`config.mk`:
```
export PLATFORM = sky130hd
export DESIGN_NAME = mux_rr_arbiter
export DESIGN_NICKNAME = d
export VERILOG_FILES = /design/src/rtl/mux_rr_arbiter_pkg.sv /design/src/rtl/mux_rr_arbiter_rr_pick.sv /design/src/rtl/mux_rr_arbiter.sv
export SDC_FILE = /design/constraint.sdc
export NUM_CORES = 1
export LEC_CHECK = 0
export ABC_AREA = 1
export BUFFER_PORTS_ARGS = -buffer_cell sky130_fd_sc_hd__buf_4
export CAP_MARGIN = 5
export CORE_AREA = 2 2 39 41
export DETAILED_ROUTE_END_ITERATION = 16
export DIE_AREA = 0 0 41 43
export HOLD_SLACK_MARGIN = 0.08
export PLACE_DENSITY = 0.33
export SETUP_SLACK_MARGIN = 0.15
export SLEW_MARGIN = 20
export SYNTH_ARGS = -nofsm -noshare
export SYNTH_HDL_FRONTEND = slang
export SYNTH_SLANG_ARGS = --single-unit
```
`constraint.sdc`:
```
create_clock -name CLK -period 1.31 [get_ports CLK]
set_clock_uncertainty 0.15 [all_clocks]
set_input_delay 0.131 -clock CLK [delete_from_list [all_inputs] [get_ports CLK]]
set_output_delay 0.131 -clock CLK [all_outputs]
set_load 0.005 [all_outputs]
```
`src/rtl/mux_rr_arbiter_pkg.sv`:
```
// mux_rr_arbiter_pkg
//   Shared types and helpers for the round-robin mux arbiter.
//   - state_t       : controller state (IDLE / GRANT), 1 bit
//   - sel_width(n)  : select width for n requesters, never below 1
//   - next_idx(i,n) : modulo-n increment without a divider
package mux_rr_arbiter_pkg;

    typedef enum logic {
        IDLE  = 1'b0,
        GRANT = 1'b1
    } state_t;

    function automatic int sel_width(input int n);
        return (n <= 2) ? 1 : $clog2(n);
    endfunction

    function automatic int next_idx(input int idx, input int n);
        return (idx >= n - 1) ? 0 : idx + 1;
    endfunction

endpackage

```
`src/rtl/mux_rr_arbiter_rr_pick.sv`:
```
// rr_pick
//   Combinational round-robin picker. Scans req starting at ptr and
//   wrapping modulo N; the first set bit wins.
//   Ports:
//     req  [N]  : request vector
//     ptr  [SW] : highest-priority index (always < N)
//     pick [SW] : winning index (0 when nothing is requested)
//     any       : at least one request present
module rr_pick
    import mux_rr_arbiter_pkg::*;
#(
    parameter  int N  = 2,
    localparam int SW = sel_width(N)
) (
    input  logic [N-1:0]  req,
    input  logic [SW-1:0] ptr,
    output logic [SW-1:0] pick,
    output logic          any
);

    logic [SW-1:0] cand [N];
    logic [N-1:0]  hit;

    genvar gi;
    generate
        for (gi = 0; gi < N; gi++) begin : g_cand
            // ptr + gi can reach 2N-2; one extra bit holds it, and a single
            // conditional subtract brings it back into 0..N-1.
            logic [SW:0] sum;
            assign sum       = {1'b0, ptr} + (SW+1)'(gi);
            assign cand[gi]  = (sum >= (SW+1)'(N)) ? SW'(sum - (SW+1)'(N)) : sum[SW-1:0];
            assign hit[gi]   = req[cand[gi]];
        end
    endgenerate

    // Walk offsets from the far end so the smallest offset is written last
    // and therefore wins.
    always_comb begin
        pick = '0;
        any  = 1'b0;
        for (int i = N - 1; i >= 0; i--) begin
            if (hit[i]) begin
                pick = cand[i];
                any  = 1'b1;
            end
        end
    end

endmodule

```
`src/rtl/mux_rr_arbiter.sv`:
```
// mux_rr_arbiter
//   Round-robin arbiter sharing one N:1 mux between N valid/ready
//   requesters and a single consumer.
//   Ports:
//     CLK, RST      : clock (rising edge), asynchronous active-high reset
//     I     [N*W]   : requester data, requester k at [k*W +: W]
//     VALID [N]     : per-requester valid
//     READY [N]     : per-requester accept, only the granted bit can be high
//     Y     [W]     : muxed data to the consumer
//     Y_VALID       : consumer valid
//     Y_READY       : consumer ready
//     LAST  [N]     : end-of-packet marker (only with MUX_RR_ARBITER_LOCK_EN)
//     S     [SW]    : registered grant index
//     BUSY          : high while a grant is held
//   Build option MUX_RR_ARBITER_LOCK_EN: the grant is only released on a
//   transfer with LAST[sel] set, so multi-beat packets are never interleaved.
module mux_rr_arbiter
    import mux_rr_arbiter_pkg::*;
#(
    parameter  int N  = 2,
    parameter  int W  = 1,
    localparam int SW = sel_width(N)
) (
    input  logic           CLK,
    input  logic           RST,
    input  logic [N*W-1:0] I,
    input  logic [N-1:0]   VALID,
    output logic [N-1:0]   READY,
    output logic [W-1:0]   Y,
    output logic           Y_VALID,
    input  logic           Y_READY,
`ifdef MUX_RR_ARBITER_LOCK_EN
    input  logic [N-1:0]   LAST,
`endif
    output logic [SW-1:0]  S,
    output logic           BUSY
);

    state_t        state_reg, state_next;
    logic [SW-1:0] sel_reg, sel_next;
    logic [SW-1:0] ptr_reg, ptr_next;

    logic [N-1:0]  sel_onehot;
    logic [N-1:0]  other_req;
    logic [N-1:0]  pick_req;
    logic [SW-1:0] pick_ptr;
    logic [SW-1:0] pick;
    logic          pick_any;
    logic [SW-1:0] ptr_after;
    logic [W-1:0]  data_sel;
    logic          valid_sel;
    logic          last_sel;
    logic          xfer;
    logic          release_grant;

    genvar gi;
    generate
        for (gi = 0; gi < N; gi++) begin : g_onehot
            assign sel_onehot[gi] = (sel_reg == SW'(gi));
        end
    endgenerate

    always_comb begin
        data_sel = '0;
        for (int k = 0; k < N; k++) begin
            if (sel_onehot[k]) begin
                data_sel = I[k*W +: W];
            end
        end
    end

    assign valid_sel = |(VALID & sel_onehot);
    assign xfer      = (state_reg == GRANT) && valid_sel && Y_READY;

`ifdef MUX_RR_ARBITER_LOCK_EN
    assign last_sel  = |(LAST & sel_onehot);
`else
    assign last_sel  = 1'b1;
`endif

    assign release_grant = xfer && last_sel;
    assign ptr_after     = SW'(next_idx(int'(sel_reg), N));

    // While granted, the picker already looks at the post-transfer pointer
    // with the current owner masked out, so a release can hand over in the
    // same edge. A sole requester is not masked and simply keeps the grant.
    assign other_req = VALID & ~sel_onehot;
    assign pick_req  = (state_reg == GRANT) ? ((other_req != '0) ? other_req : VALID) : VALID;
    assign pick_ptr  = (state_reg == GRANT) ? ptr_after : ptr_reg;

    rr_pick #(
        .N(N)
    ) u_pick (
        .req  (pick_req),
        .ptr  (pick_ptr),
        .pick (pick),
        .any  (pick_any)
    );

    // State register
    always_ff @(posedge CLK or posedge RST) begin
        if (RST) begin
            state_reg <= IDLE;
            sel_reg   <= '0;
            ptr_reg   <= '0;
        end else begin
            state_reg <= state_next;
            sel_reg   <= sel_next;
            ptr_reg   <= ptr_next;
        end
    end

    // Next-state logic
    always_comb begin
        state_next = state_reg;
        sel_next   = sel_reg;
        ptr_next   = ptr_reg;
        case (state_reg)
            IDLE: begin
                if (pick_any) begin
                    sel_next   = pick;
                    state_next = GRANT;
                end
            end
            GRANT: begin
                if (release_grant) begin
                    ptr_next = ptr_after;
                    if (pick_any) begin
                        sel_next = pick;
                    end else begin
                        state_next = IDLE;
                    end
                end
            end
            default: state_next = IDLE;
        endcase
    end

    // Output logic
    always_comb begin
        S       = sel_reg;
        Y       = '0;
        Y_VALID = 1'b0;
        READY   = '0;
        BUSY    = 1'b0;
        if (state_reg == GRANT) begin
            Y       = data_sel;
            Y_VALID = valid_sel;
            READY   = sel_onehot & {N{Y_READY}};
            BUSY    = 1'b1;
        end
    end

endmodule

```
### Yosys cells after proc, flatten, opt, wreduce, memory -nomap -nowiden

Index checks and enable logic that the tools add are counted.
W data, S select, Z words.

* input port bits: 7
* register bits: 3
* word-level logic and storage cells: 49
* output and inout port bits: 6

* magnitude comparators: 5
* equal/unequal tests: 1
* bitwise operators: 6
* $add $sub $neg: 4
* multiplexer cells: 25
* reductions and logical operators: 5

Operators with widths (count)
* $mux W1: 20
* $and A2 B2 Y2: 3
* $mux W2: 3
* $lt A1 B2 Y1 const B: 2
* $pmux W1 S2: 2
* $add A1 B1 Y2 const B: 1
* $ge A1 B2 Y1 const B: 1
* $ge A2 B2 Y1 const B: 1
* $logic_and A1 B1 Y1: 2
* $ne A2 B1 Y1 const B: 1
* $not A1 Y1: 2
* $not A2 Y2: 1
* $reduce_and A2 Y1: 1
* $reduce_bool A2 Y1: 1
* $reduce_or A2 Y1: 1
* $sub A1 B1 Y1 const B: 2
* $add A1 B1 Y1 const B: 1
* $ge A1 B1 Y1 const B: 1

### Logic depth before layout (Yosys ltp)

* depth in word-level cells: 13
* depth in mapped cells: 8
* mapped depth without buffers: 8

### By module

A second synthesis with hierarchy kept.

* cell total of the unflattened synthesis: 38
* area total of the unflattened synthesis: 232.7 µm²

By module, submodules not included
* mux_rr_arbiter: seq. area each 75.1 µm², times used 1, area an instance 214.0 µm², cells an instance 34
* rr_pick: seq. area each 0.0 µm², times used 1, area an instance 18.8 µm², cells an instance 4

### Worst setup path after synthesis

No wires, ideal clock.

* path type: register to register
* start point: register sel_reg (netlist: S)
* end point: register sel_reg (netlist: S)
* library setup time: 0.117 ns
* required time: 1.043 ns
* clock period less this slack: 1.140 ns
* data arrival time: 0.873 ns
* cell stages (with the launch flop): 9
* buffers on the path: 0
* setup slack: 0.170 ns
* cells stage by stage: dfrtp_1 > inv_2 > nand2_1 > nand2_1 > nand2_2 > nand2_2 > nand2_1 > nand2_1 > nand2_1

* word-level cells in the longest chain between the ends: 13
* elaborated cells between the ends (all ways): 33
* those cells by class: add/sub (4); order compare (3); eq/ne (1); mux (17); bitwise (4); reduce/logical (4)

Ends and longest elaborated chain
* from (decl): line mux_rr_arbiter.sv:40 `logic [SW-1:0] sel_reg, sel_next;`
* from (signal assigned): line mux_rr_arbiter.sv:108 `sel_reg <= sel_next;`
* $add A1 B1 Y1 (tied with other cells): line mux_rr_arbiter_pkg.sv:18 `return (idx >= n - 1) ? 0 : idx + 1;`
* $mux W1 or $not A2 Y2 (tied branches): line mux_rr_arbiter_pkg.sv:18, mux_rr_arbiter.sv:87
* $mux W1 or $and A2 B2 Y2 (tied branches): line mux_rr_arbiter.sv:89, mux_rr_arbiter.sv:87
* $add A1 B1 Y2 or $reduce_bool A2 Y1 (tied branches): line mux_rr_arbiter_rr_pick.sv:30, mux_rr_arbiter.sv:88
* $ge A2 B2 Y1 (tied with other cells): line mux_rr_arbiter_rr_pick.sv:31 `assign cand[gi] = (sum >= (SW+1)'(N)) ? SW'(sum - (SW+1)'(N)) : sum[SW-1:0];`
* $mux W1 or $mux W2 (tied branches): line mux_rr_arbiter_rr_pick.sv:31, mux_rr_arbiter.sv:88
* $mux W1 (not written as such) (2 in series): line mux_rr_arbiter_rr_pick.sv:32 `assign hit[gi] = req[cand[gi]];`
* $mux W1 (2 in series): line mux_rr_arbiter_rr_pick.sv:42 `if (hit[i]) begin`
* $mux W1: line mux_rr_arbiter.sv:120, mux_rr_arbiter.sv:128
* $mux W1: line mux_rr_arbiter.sv:126 `if (release_grant) begin`
* $pmux W1 S2: line mux_rr_arbiter.sv:118 `case (state_reg)`

Parallel ways exist; a longest one is shown, timed or not. The select of a mux whose other input is x is not followed.
A chain may end at the register's enable or synchronous reset.

### Worst setup path after layout

* start point: register sel_reg (netlist: S)
* end point: output Y_VALID

* word-level cells in the longest chain between the ends: 4

Ends and longest elaborated chain
* $not A1 Y1: line mux_rr_arbiter.sv:59 `assign sel_onehot[gi] = (sel_reg == SW'(gi));`
* $and A2 B2 Y2 (*): line mux_rr_arbiter.sv:72 `assign valid_sel = |(VALID & sel_onehot);`
* $reduce_or A2 Y1 (*): line mux_rr_arbiter.sv:72
* $mux W1 (*): line mux_rr_arbiter.sv:146 `if (state_reg == GRANT) begin`
* to (decl): line mux_rr_arbiter.sv:30 `output logic Y_VALID,`

Every way passes the cells marked *; elsewhere a longest branch is shown, timed or not.

==> results.yml <==
synthesis:
  synthSimpleGateAreaFrac_pct: 39.6
  synth_compound_area_share_pct: 12.1
  synthAdderAreaFrac_pct: 0
  yosys.cell_count.top_type: "nand2_1"
  synth_commonest_cells: "nand2_1, nor2_1, dfrtp_1"
  synth.area.top_cells: "dfrtp_1, nand2_1, nor2_1"
  synth_seq_area_share_pct: 40.3
  synth_top_family_by_area: "simple AND/OR/NAND/NOR gates"
  avgSynthCellArea_um2: 6.43
  synth_top_area_share_pct: 40.3
  synth_warnings: 0
  synth_largest_area_cell: "dfrtp_1"
  ys_types: 11
  syn_inst: 29
  synth_xor_area_share_pct: 0
  synth_async_sr_flop_share_pct: 100
  synthMuxAreaShare_pct: 0
  synthFlopType: "dfrtp_1"
  synth_nets: 36
  ys_seq_elements: 3
  netlist_area_um2: 186
  synth_edf_count: 0
detailed_routing:
  drtPass1Iterations: 2
  drtAntennaViolNets: 0
  drtIter0Drc: 1
  wl_per_cell_um: 8.16
  drc_errors: 0
  route.vias.total: 259
  via_per_inst: 3.81
  wl_um: 555
cts:
  cts.sinks: 3
  insertion_delay_ps: 230
  cts_tree: "yes"
  clk_path_buf_depth: 2
  clkSlewWorstSetupHoldPaths_ps: 40
  cts_max_level: 1
  cts_root_buffer: "clkbuf_4"
  cts_buffers: 3
power:
  vdd_drop_max_uv: 633
  power_mw: 0.658
  powerDensity_nw_per_um2: 1670
  cellLeakagePower_nw: 0.209
setup_path:
  crit_type: "flip-flop to primary output"
  cp-start-kind: "flip-flop"
  path_cells: "inv_2 -> nand2_2 -> a21oi_2 -> buf_4"
  critical-path-top-delay-family: "flip-flops"
  required_ps: 1030
  cp_num_buf_inv: 2
  cp_slowest_cell: "dfrtp_2"
  critPathCaptureType: "primary output"
  cp_max_fo: 5
  crit_arrival_ps: 1020
  max_stage_delay_ps: 430
global_routing:
  use_met2_pct: 10.6
  use_met1_pct: 9.09
  grt.overflow.total: 0
  grt_pass1_vias: 266
  met3_usage_pct: 3.14
  grt_pass1_wl_um: 924
  gr-usage-all-layers_pct: 8.76
  grt_max_degree: 6
  antenna_found_initial: 0
  grt_busiest_layer: "met4"
worst_hold_path:
  hold_class: "input port to flip-flop"
finish:
  fin_area_um2: 393
  final_util_pct: 28.4
  fin_nets: 60
  diodes: 0
  area_growth_pct: 111
  final_layout_size_suffix_gt1_share_pct: 51.9
placement:
  gp_congestion: 0.668
  place_ws_ps: 114
  dpl_cell_area_um2: 304
  io_buffers: 12
  dp_hpwl_um: 420
timing:
  fmax_ghz: 0.771
  period_needed_ps: 1300
  slew_violations: 0
  finalSetupViolations: 0
  hold_violations: 0
  maxSlewHeadroom_pct: 90.5
  post-route-period-util_pct: 99.0
  tightest_slew_ps: 143
  whs_ps: 93.1
  rsz0062_at_grt: "true"
  finalWorstSetupSlack_ps: 13.0
floorplan:
  dieWidth_um: 41
  core_area_um2: 1380
  dieArea_um2: 1760
  dieHeight_um: 43
  initial_utilization_pct: 13.5
  io_pins: 13
  rows: 14
flow_run:
  drv_cap: 0
run_status:
  outcome: "complete, no violations"
-- per-stage QoR --
| step | setup TNS [ps] | cells |
|---|---|---|
| final | 0 | 68 |
| after global routing | -136 | 68 |
| after CTS | -8.06 | 67 |
| after detailed placement | 0 | 58 |
| after global placement | 0 | 58 |
| after floorplan | 0 | 29 |
-- report_power, final --
| group | switching, mW | internal, mW | total, mW |
|---|---|---|---|
| Combinational | 0.141 | 0.198 | 0.339 |
| Sequential | 0.0316 | 0.127 | 0.159 |
| Clock | 0.0464 | 0.114 | 0.160 |
| Total | 0.219 | 0.439 | 0.658 |
-- worst paths after layout --
check / start / end / slack, ps / cells past startpoint
max reg2reg: S / S / 70 / 5
max in group asynchronous: RST / S / 700 / 3
max: S / Y_VALID / 10 / 4
min: VALID[0] / S / 90 / 4
min reg2reg: ptr_reg / ptr_reg / 350 / 2
min in group asynchronous: RST / ptr_reg / 170 / 3
-- routing by layer --
metal,part of all wire (%),vias to the layer above
met3,4.9,2
met4,1.8,0
met5,0,-
met1,42,115
met2,51,5
li1,-,137
-- final cells by class --
cell class	instances	area (µm²)
Fill cell	158	991
Timing Repair Buffer	19	150
Multi-Input combinational cell	22	105
Sequential cell	3	76.3
Clock buffer	4	26.3
Tap cell	16	20.0
Inverter	4	15.0
-- worst register-to-register path, delay by kind of cell, from the launching register on --
kind            cells  cell delay [ps]
simple gates        2              170
compound gates      1              160
buf+inv             2              270
flops               1              430
-- cells in the final DEF (no fill, tap or decap), types with 2 or more instances in the layout --
cell type and count:
buf_4 16, nand2_1 9, nor2_1 4, nand2_2 3
clkbuf_4 3, dlygate4sd3_1 3, inv_2 2, inv_1 2
o21ai_1 2, dfrtp_1 2
-- cells by family after synthesis --
group / count (synthesis)
AO/OA/AOI/OAI: 4
buffers and inverters: 4
flip-flops: 3
AND/OR/NAND/NOR: 18
-- what timing repair did --
action	4_1_cts	5_1_grt
hold endpoints to repair	5	0
cloned	0	0
pin swaps	1	2
gates resized for setup	4	1
setup endpoints to repair	5	7
hold buffers	3	0
buffers inserted	2	1
Power figures use the tool's default switching activity.
